===== src/rtl/regwb_retire.sv =====
// regwb_retire: in-order retire queue for register writebacks.
// Tracks up to four outstanding register writes, each expecting its result
// from either the ALU path or main memory, and retires them strictly in
// issue order onto a single register-file write port.
// Build option: define REGWB_BYPASS_EN to drive the writeback port
// combinationally in the retire cycle instead of one cycle later.
module regwb_retire (
  input  logic        clk,
  input  logic        reset,
  input  logic        issue_valid,
  input  logic        issue_from_mem,
  input  logic [2:0]  issue_adr,
  input  logic        flush_decode,
  input  logic        memory_waiting,
  input  logic        alu_result_valid,
  input  logic [15:0] alu_result,
  input  logic        mem_result_valid,
  input  logic [15:0] mem_result,
  output logic        wb_en,
  output logic [2:0]  wb_adr,
  output logic [15:0] wb_data,
  output logic [23:0] pending_cnt,
  output logic        issue_stall,
  output logic        order_err
);

  // Each entry is {adr[2:0], from_mem}
  logic [3:0]  fifo_reg [4];
  logic [1:0]  wr_ptr_reg;
  logic [1:0]  rd_ptr_reg;
  logic [2:0]  occ_reg;
  logic        order_err_reg;

  logic        empty;
  logic        full;
  logic        push;
  logic        retire;
  logic        bad_result;
  logic        mem_strobe;
  logic [2:0]  head_adr;
  logic        head_from_mem;
  logic [15:0] retire_data;

  assign empty         = (occ_reg == 3'd0);
  assign full          = (occ_reg == 3'd4);
  assign head_adr      = fifo_reg[rd_ptr_reg][3:1];
  assign head_from_mem = fifo_reg[rd_ptr_reg][0];

  // A memory result only counts as delivered once memory has stopped waiting.
  assign mem_strobe = mem_result_valid & ~memory_waiting;

  // Full is decided from registered occupancy only, so a same-cycle retire
  // never frees a slot for the issue presented alongside it.
  assign push = issue_valid & ~flush_decode & ~full;

  // Retire/order-error decision for the head entry
  always_comb begin
    retire      = 1'b0;
    bad_result  = 1'b0;
    retire_data = alu_result;
    if (empty) begin
      bad_result = alu_result_valid | mem_strobe;
    end else if (head_from_mem) begin
      retire      = mem_strobe;
      bad_result  = alu_result_valid;
      retire_data = mem_result;
    end else begin
      retire      = alu_result_valid;
      bad_result  = mem_strobe;
      retire_data = alu_result;
    end
  end

  // Queue storage: no reset needed, occupancy qualifies every read
  always_ff @(posedge clk) begin
    if (push) begin
      fifo_reg[wr_ptr_reg] <= {issue_adr, issue_from_mem};
    end
  end

  // Pointers, occupancy and the sticky order-error flag
  always_ff @(posedge clk) begin
    if (reset) begin
      wr_ptr_reg    <= 2'd0;
      rd_ptr_reg    <= 2'd0;
      occ_reg       <= 3'd0;
      order_err_reg <= 1'b0;
    end else begin
      if (push) begin
        wr_ptr_reg <= wr_ptr_reg + 2'd1;
      end
      if (retire) begin
        rd_ptr_reg <= rd_ptr_reg + 2'd1;
      end
      if (push && !retire) begin
        occ_reg <= occ_reg + 3'd1;
      end else if (!push && retire) begin
        occ_reg <= occ_reg - 3'd1;
      end
      if (bad_result) begin
        order_err_reg <= 1'b1;
      end
    end
  end

  assign issue_stall = full;
  assign order_err   = order_err_reg;

  // Per-register outstanding-write counters
  generate
    for (genvar gi = 0; gi < 8; gi++) begin : g_pending
      logic [2:0] cnt_reg;
      logic       inc;
      logic       dec;
      assign inc = push && (issue_adr == 3'(gi));
      assign dec = retire && (head_adr == 3'(gi));
      // Count up on issue, down on retire; both together cancel
      always_ff @(posedge clk) begin
        if (reset) begin
          cnt_reg <= 3'd0;
        end else if (inc && !dec) begin
          cnt_reg <= cnt_reg + 3'd1;
        end else if (!inc && dec) begin
          cnt_reg <= cnt_reg - 3'd1;
        end
      end
      assign pending_cnt[3*gi +: 3] = cnt_reg;
    end
  endgenerate

`ifdef REGWB_BYPASS_EN
  // Zero-latency writeback: the port reflects the retire of this cycle
  assign wb_en   = retire & ~reset;
  assign wb_adr  = wb_en ? head_adr : 3'd0;
  assign wb_data = wb_en ? retire_data : 16'd0;
`else
  logic        wb_en_reg;
  logic [2:0]  wb_adr_reg;
  logic [15:0] wb_data_reg;

  // One-cycle registered writeback; address/data hold between writes
  always_ff @(posedge clk) begin
    if (reset) begin
      wb_en_reg   <= 1'b0;
      wb_adr_reg  <= 3'd0;
      wb_data_reg <= 16'd0;
    end else begin
      wb_en_reg <= retire;
      if (retire) begin
        wb_adr_reg  <= head_adr;
        wb_data_reg <= retire_data;
      end
    end
  end

  assign wb_en   = wb_en_reg;
  assign wb_adr  = wb_adr_reg;
  assign wb_data = wb_data_reg;
`endif

endmodule


===== config.mk =====
export PLATFORM = sky130hd
export DESIGN_NAME = regwb_retire
export DESIGN_NICKNAME = d
export VERILOG_FILES = /design/src/rtl/regwb_retire.sv
export SDC_FILE = /design/constraint.sdc
export NUM_CORES = 1
export LEC_CHECK = 0
export CORE_UTILIZATION = 25
export DETAILED_ROUTE_END_ITERATION = 12
export MAX_ROUTING_LAYER = met4
export PLACE_DENSITY_LB_ADDON = 0.25
export SLEW_MARGIN = 15
export SYNTH_ARGS = -nofsm -noshare
export SYNTH_HDL_FRONTEND = slang
export SYNTH_SLANG_ARGS = --single-unit

===== constraint.sdc =====
create_clock -name clk -period 4.5 [get_ports clk]
set_input_delay 0.9 -clock clk [delete_from_list [all_inputs] [get_ports clk]]
set_output_delay 0.9 -clock clk [all_outputs]
set_load 0.01 [all_outputs]

# Word level (Yosys, flattened, before mapping)
# Memories as Yosys holds them, arrays and structs flattened. A register that Yosys moved wholly into a read port is not among the register bits.
# Cells that the tools add are included.
[classes]
add_sub_neg = 20
n_eq_ne = 15
mux = 28
bitwise = 7
reduce_logical = 64
[op_table]
columns = ["cell", "count"]
rows = [
  ["$mux 3", 18],
  ["$logic_and 1x1->1", 34],
  ["$mux 16", 2],
  ["$add 3x1->3 const B", 9],
  ["$eq 3x3->1 const B", 9],
  ["$sub 3x1->3 const B", 9],
  ["$logic_not 1->1", 18],
  ["$reduce_bool 2->1", 9],
  ["$eq 3x2->1 const B", 4],
  ["$logic_not 3->1", 3],
  ["$eq 3x1->1 const B", 2],
  ["$mux 1", 6],
  ["$add 2x1->2 const B", 2],
  ["$mux 2", 2],
  ["$and 1x1->1", 3],
  ["$not 1->1", 3],
  ["$or 1x1->1", 1],
]
[word_totals]
register_bits = 52
ramBits = 16
in_bits = 43
n_memories = 1
[mem_list]
columns = ["memory", "words", "width", "read_ports", "rd_ports_with_merged_regs", "write_ports", "line", "text"]
rows = [
  ["fifo_reg", 4, 4, 1, 1, 1, "28", "logic [3:0] fifo_reg [4];"],
]

# Logic depth before layout (Yosys ltp)
[logic_depth]
ltp_word = 8
mapped_depth = 11

# Worst setup path before layout
# No wires, ideal clock.
[synth_timing]
path_kind = "reg2reg"
from = "register with a tool-made name"
to = "register g_pending[6].cnt_reg[2]"
setup_time_ns = 0.070
arrival_ns = 2.858
required_ns = 4.430
setup_slack_ns = 1.572
path_stages_with_launch = 12
path_buffers = 1
period_less_slack_ns = 2.928
path_cell_list = "dfxtp_1 > mux4_2 > mux2_4 > buf_6 > and3_4 > nand3b_1 > ha_1 > inv_1 > fa_1 > xor2_1 > or3_1 > a21oi_1"
[synth_lines]
columns = ["element", "line", "text"]
rows = [
  ["end signal: assignment", "122", "cnt_reg <= cnt_reg + 3'd1;"],
  ["end signal: assignment", "124", "cnt_reg <= cnt_reg - 3'd1;"],
  ["end: declaration", "112", "logic [2:0] cnt_reg;"],
]

# Final worst setup path
[layout_timing]
from = "input mem_result_valid"
to = "register g_pending[2].cnt_reg[2]"
[layout_via]
elab_chain_len = 7
[layout_rtl]
columns = ["element", "line", "text"]
rows = [
  ["start: declaration", "17", "input logic mem_result_valid,"],
  ["$and 1x1->1 *", "50", "assign mem_strobe = mem_result_valid & ~memory_waiting;"],
  ["$mux 1 *", "63", "end else if (head_from_mem) begin"],
  ["$mux 1 *", "61", "if (empty) begin"],
  ["$logic_and 1x1->1 *", "116", "assign dec = retire && (head_adr == 3'(gi));"],
  ["$logic_not 1->1", "121", "end else if (inc && !dec) begin"],
  ["$logic_and 1x1->1", "121", ""],
  ["$mux 3 or $reduce_bool 2->1 (tied branches)", "--", ""],
  ["end signal: assignment", "122", ""],
  ["end signal: assignment", "124", ""],
  ["end: declaration", "112", ""],
]
# Every way passes the cells marked *; elsewhere a longest branch is shown, timed or not.
# A chain may end at the register's enable or synchronous reset.

==> results_dict.tcl <==
set metrics [dict create \
    min-delay-start "wb_adr[1]" \
    synth.area.mux_share_pct 12.4 \
    antenna_found_initial 0 \
    path_clk_slew_ps 60 \
    grt_pass1_wl_mm 12.8 \
    slew_headroom_pct 30.0 \
    postCtsHoldBufs 0 \
    ys_types 35 \
    clock_latency_ps 340 \
    min_period_ps 3200 \
    viasPerCell 4.38 \
    r2r_slack_ps 1300 \
    layout-drive-gt1-share_pct 6.55 \
    leakage_uw 0.00178 \
    seq_power_share_pct 37.2 \
    area_delta_synth_final_pct 38.8 \
    switchingPower_uw 736 \
    fp.dieH_um 118 \
    final_cells 569 \
    ir_drop_mv 0.204 \
    cts.sink_count 70 \
    largest_register_ffs 24 \
    yosysSeqAreaShare_pct 46.6 \
    clockBufferDepth 2 \
    drtPass1Iterations 4 \
    syn_inst 305 \
    num_rows 41 \
    grt_remaining_overflow 0 \
    cts_setup_buffers 0 \
    min_path_cells 2 \
    p_int_uw 1530 \
    grt.total_usage_pct 11.9 \
    fin_nets 457 \
    slew_violations 0 \
    grt_max_degree 55 \
    cp.arrival_ps 3460 \
    cts_made_buffers 9 \
    grt_pass1_vias 2631 \
    drt_wl_total_mm 7.56 \
    finalSetupTns_ps 0 \
    synth_top_family_by_area "multiplexers" \
    fp.coreArea_mm2 0.0128 \
    power.share.clock_pct 29.0 \
    rsz0062_at_grt "false" \
    worstRegToRegCells 10 \
    num_antenna_cells 0 \
    synthSimpleGateAreaFrac_pct 11.7 \
    fin_hold_ws_ps 486 \
    drc 0 \
    worst_slew_pin_slew_ps 1050 \
    clockRootBuffer "clkbuf_16" \
    place_congestion 0.707 \
    syn_area_mm2 0.00335 \
    avgSynthCellArea_um2 11.0 \
    fin_worst_skew_ps 10.8 \
    synth_compound_area_share_pct 10.6 \
    cp_max_fo 19 \
    synth-seq-cells 70 \
    fin_util_pct 36.3 \
    fin_crit_sh_pct 71.0 \
    io_buffers 88 \
    status "finished clean" \
    swShare_pct 32.5 \
    finalHoldViolations 0 \
    worstHoldPathType "reg2reg" \
    drt_iter0_drc 153 \
    crit_path_start_kind "input port" \
    cts.repair.resized 0 \
    htreeDepth 3 \
    finalSetupViolCount 0 \
    min_to "wb_adr[1]" \
    synth_xor_area_share_pct 4.97 \
    endpoint_kind "register" \
    cp.required_ps 4760 \
    die_x_um 118 \
    wl_per_cell_um 13.3 \
    critPathKind "in2reg" \
    drtAntennaViolNets 0 \
    vias 2490 \
    cts_tree "yes" \
    ys_warn_count 0 \
    syn_nets 370 \
    rr_endpoint "g_pending[6].cnt_reg[2]" \
    initial_core_util_pct 26.1 \
    ios 89 \
    combPwrFrac_pct 33.8 \
    dpl.cell_count 553 \
    hpwlAfterDp_mm 5.38 \
    pwr_density_cell_mw_per_mm2 487 \
    fmax_mhz 313 \
    synth-adder-area-share_pct 10.2 \
    max-cap-violations 0 \
    die_area_mm2 0.0139 \
]
## per-layer routing
layer  GRT usage, %  wire [um]  vias to the layer above
met2           18.3       3400                       69
met3           4.31        501                        7
met4           5.05        112                        0
li1               -          -                     1256
met5              -          0                        -
met1           13.9       3540                     1158
## Yosys cell counts (all sizes together)
| library cell | n | area share (%) |
|---|---|---|
| mux2i | 27 | 8.4 |
| or3 | 11 | 2.1 |
| xnor2 | 1 | 0.26 |
| a21oi | 29 | 4.3 |
| o21ai | 13 | 1.9 |
| nand3b | 1 | 0.22 |
| clkbuf | 9 | 1.0 |
| o21ba | 1 | 0.30 |
| a211oi | 17 | 3.8 |
| nor4b | 1 | 0.26 |
| nor2b | 3 | 0.56 |
| a21boi | 1 | 0.22 |
| nor2 | 32 | 3.8 |
| and3 | 2 | 0.67 |
| mux4 | 4 | 3.0 |
| nand2 | 6 | 0.75 |
| nor3b | 2 | 0.60 |
| fa | 9 | 5.4 |
| buf | 4 | 1.2 |
| nand3 | 6 | 0.90 |
| dfxtp | 54 | 32 |
| ha | 13 | 4.9 |
| inv | 12 | 1.3 |
| mux2 | 2 | 0.90 |
| and2 | 4 | 0.75 |
| xor2 | 18 | 4.7 |
| nor3 | 4 | 0.60 |
| edfxtp | 16 | 14 |
| nand2b | 3 | 0.56 |
## power groups by stage
stage          registers [uW]  clock network (uW)  logic (uW)
2_1_floorplan             887                   0         432
3_3_place_gp              853                   0         763
3_5_place_dp              857                   0         775
4_1_cts                   844                 678         779
5_1_grt                   861                 709         842
6_report                  841                 656         766
## critical path, stage by stage
cell and delay (ps):
clkdlybuf4s50_1 440, nor2b_1 310, mux2i_4 170, nor2_4 460
nand3_1 170, ha_1 260, inv_1 70, fa_1 170
xor2_1 70, or3_1 310, a21oi_1 130
## logic make-up after synthesis
family | Yosys count
AOI/OAI and AO/OA | 61
buffers and inverters | 25
DFF | 70
adders and majority gates | 22
and+or+nand+nor | 75
xor gates and xnor gates | 19
muxes | 33
## layout by cell type (no fill, tap or decap), drive strengths merged, types with 2 or more instances in the layout
cell type / synthesis / final
nor3: 4 / 4
nor2: 32 / 32
inv: 12 / 15
clkdlybuf4s50: 0 / 87
clkbuf: 9 / 10
nand2b: 3 / 3
o21ai: 13 / 13
xor2: 18 / 18
and3: 2 / 2
a21oi: 29 / 29
nor2b: 3 / 3
mux4: 4 / 4
or3: 11 / 11
nor3b: 2 / 2
mux2i: 27 / 27
nand3: 6 / 6
dfxtp: 54 / 54
clkinvlp: 0 / 2
and2: 4 / 4
buf: 4 / 2
a211oi: 17 / 17
edfxtp: 16 / 16
nand2: 6 / 6
ha: 13 / 13
mux2: 2 / 2
fa: 9 / 9
## area by class of cell
| class | count | area [um2] |
|---|---|---|
| Sequential cell | 70 | 1560 |
| Fill cell | 1275 | 8170 |
| Clock buffer | 10 | 229 |
| Multi-Input combinational cell | 210 | 1670 |
| Tap cell | 172 | 215 |
| Timing Repair Buffer | 89 | 883 |
| Clock inverter | 6 | 45.0 |
| Inverter | 12 | 45.0 |
## worst max-delay path by stage
stage | start | end | slack [ps]
2_1_floorplan | register | g_pending[6].cnt_reg[2] | 1570
3_3_place_gp | mem_result_valid | g_pending[2].cnt_reg[1] | 940
3_5_place_dp | mem_result_valid | g_pending[2].cnt_reg[2] | 910
4_1_cts | mem_result_valid | g_pending[2].cnt_reg[2] | 1260
5_1_grt | mem_result_valid | g_pending[2].cnt_reg[1] | 1090
6_report | mem_result_valid | g_pending[2].cnt_reg[2] | 1300
## through the flow
| stage | setup WS [ps] | power [uW] | instance area [um2] |
|---|---|---|---|
| 2_1_floorplan | 1570 | 1320 | 3350 |
| 3_3_place_gp | 941 | 1620 | 4380 |
| 3_5_place_dp | 907 | 1630 | 4380 |
| 4_1_cts | 1260 | 2300 | 4650 |
| 5_1_grt | 1090 | 2410 | 4650 |
| 6_report | 1300 | 2260 | 4650 |
(Power assumes the default switching activity.)
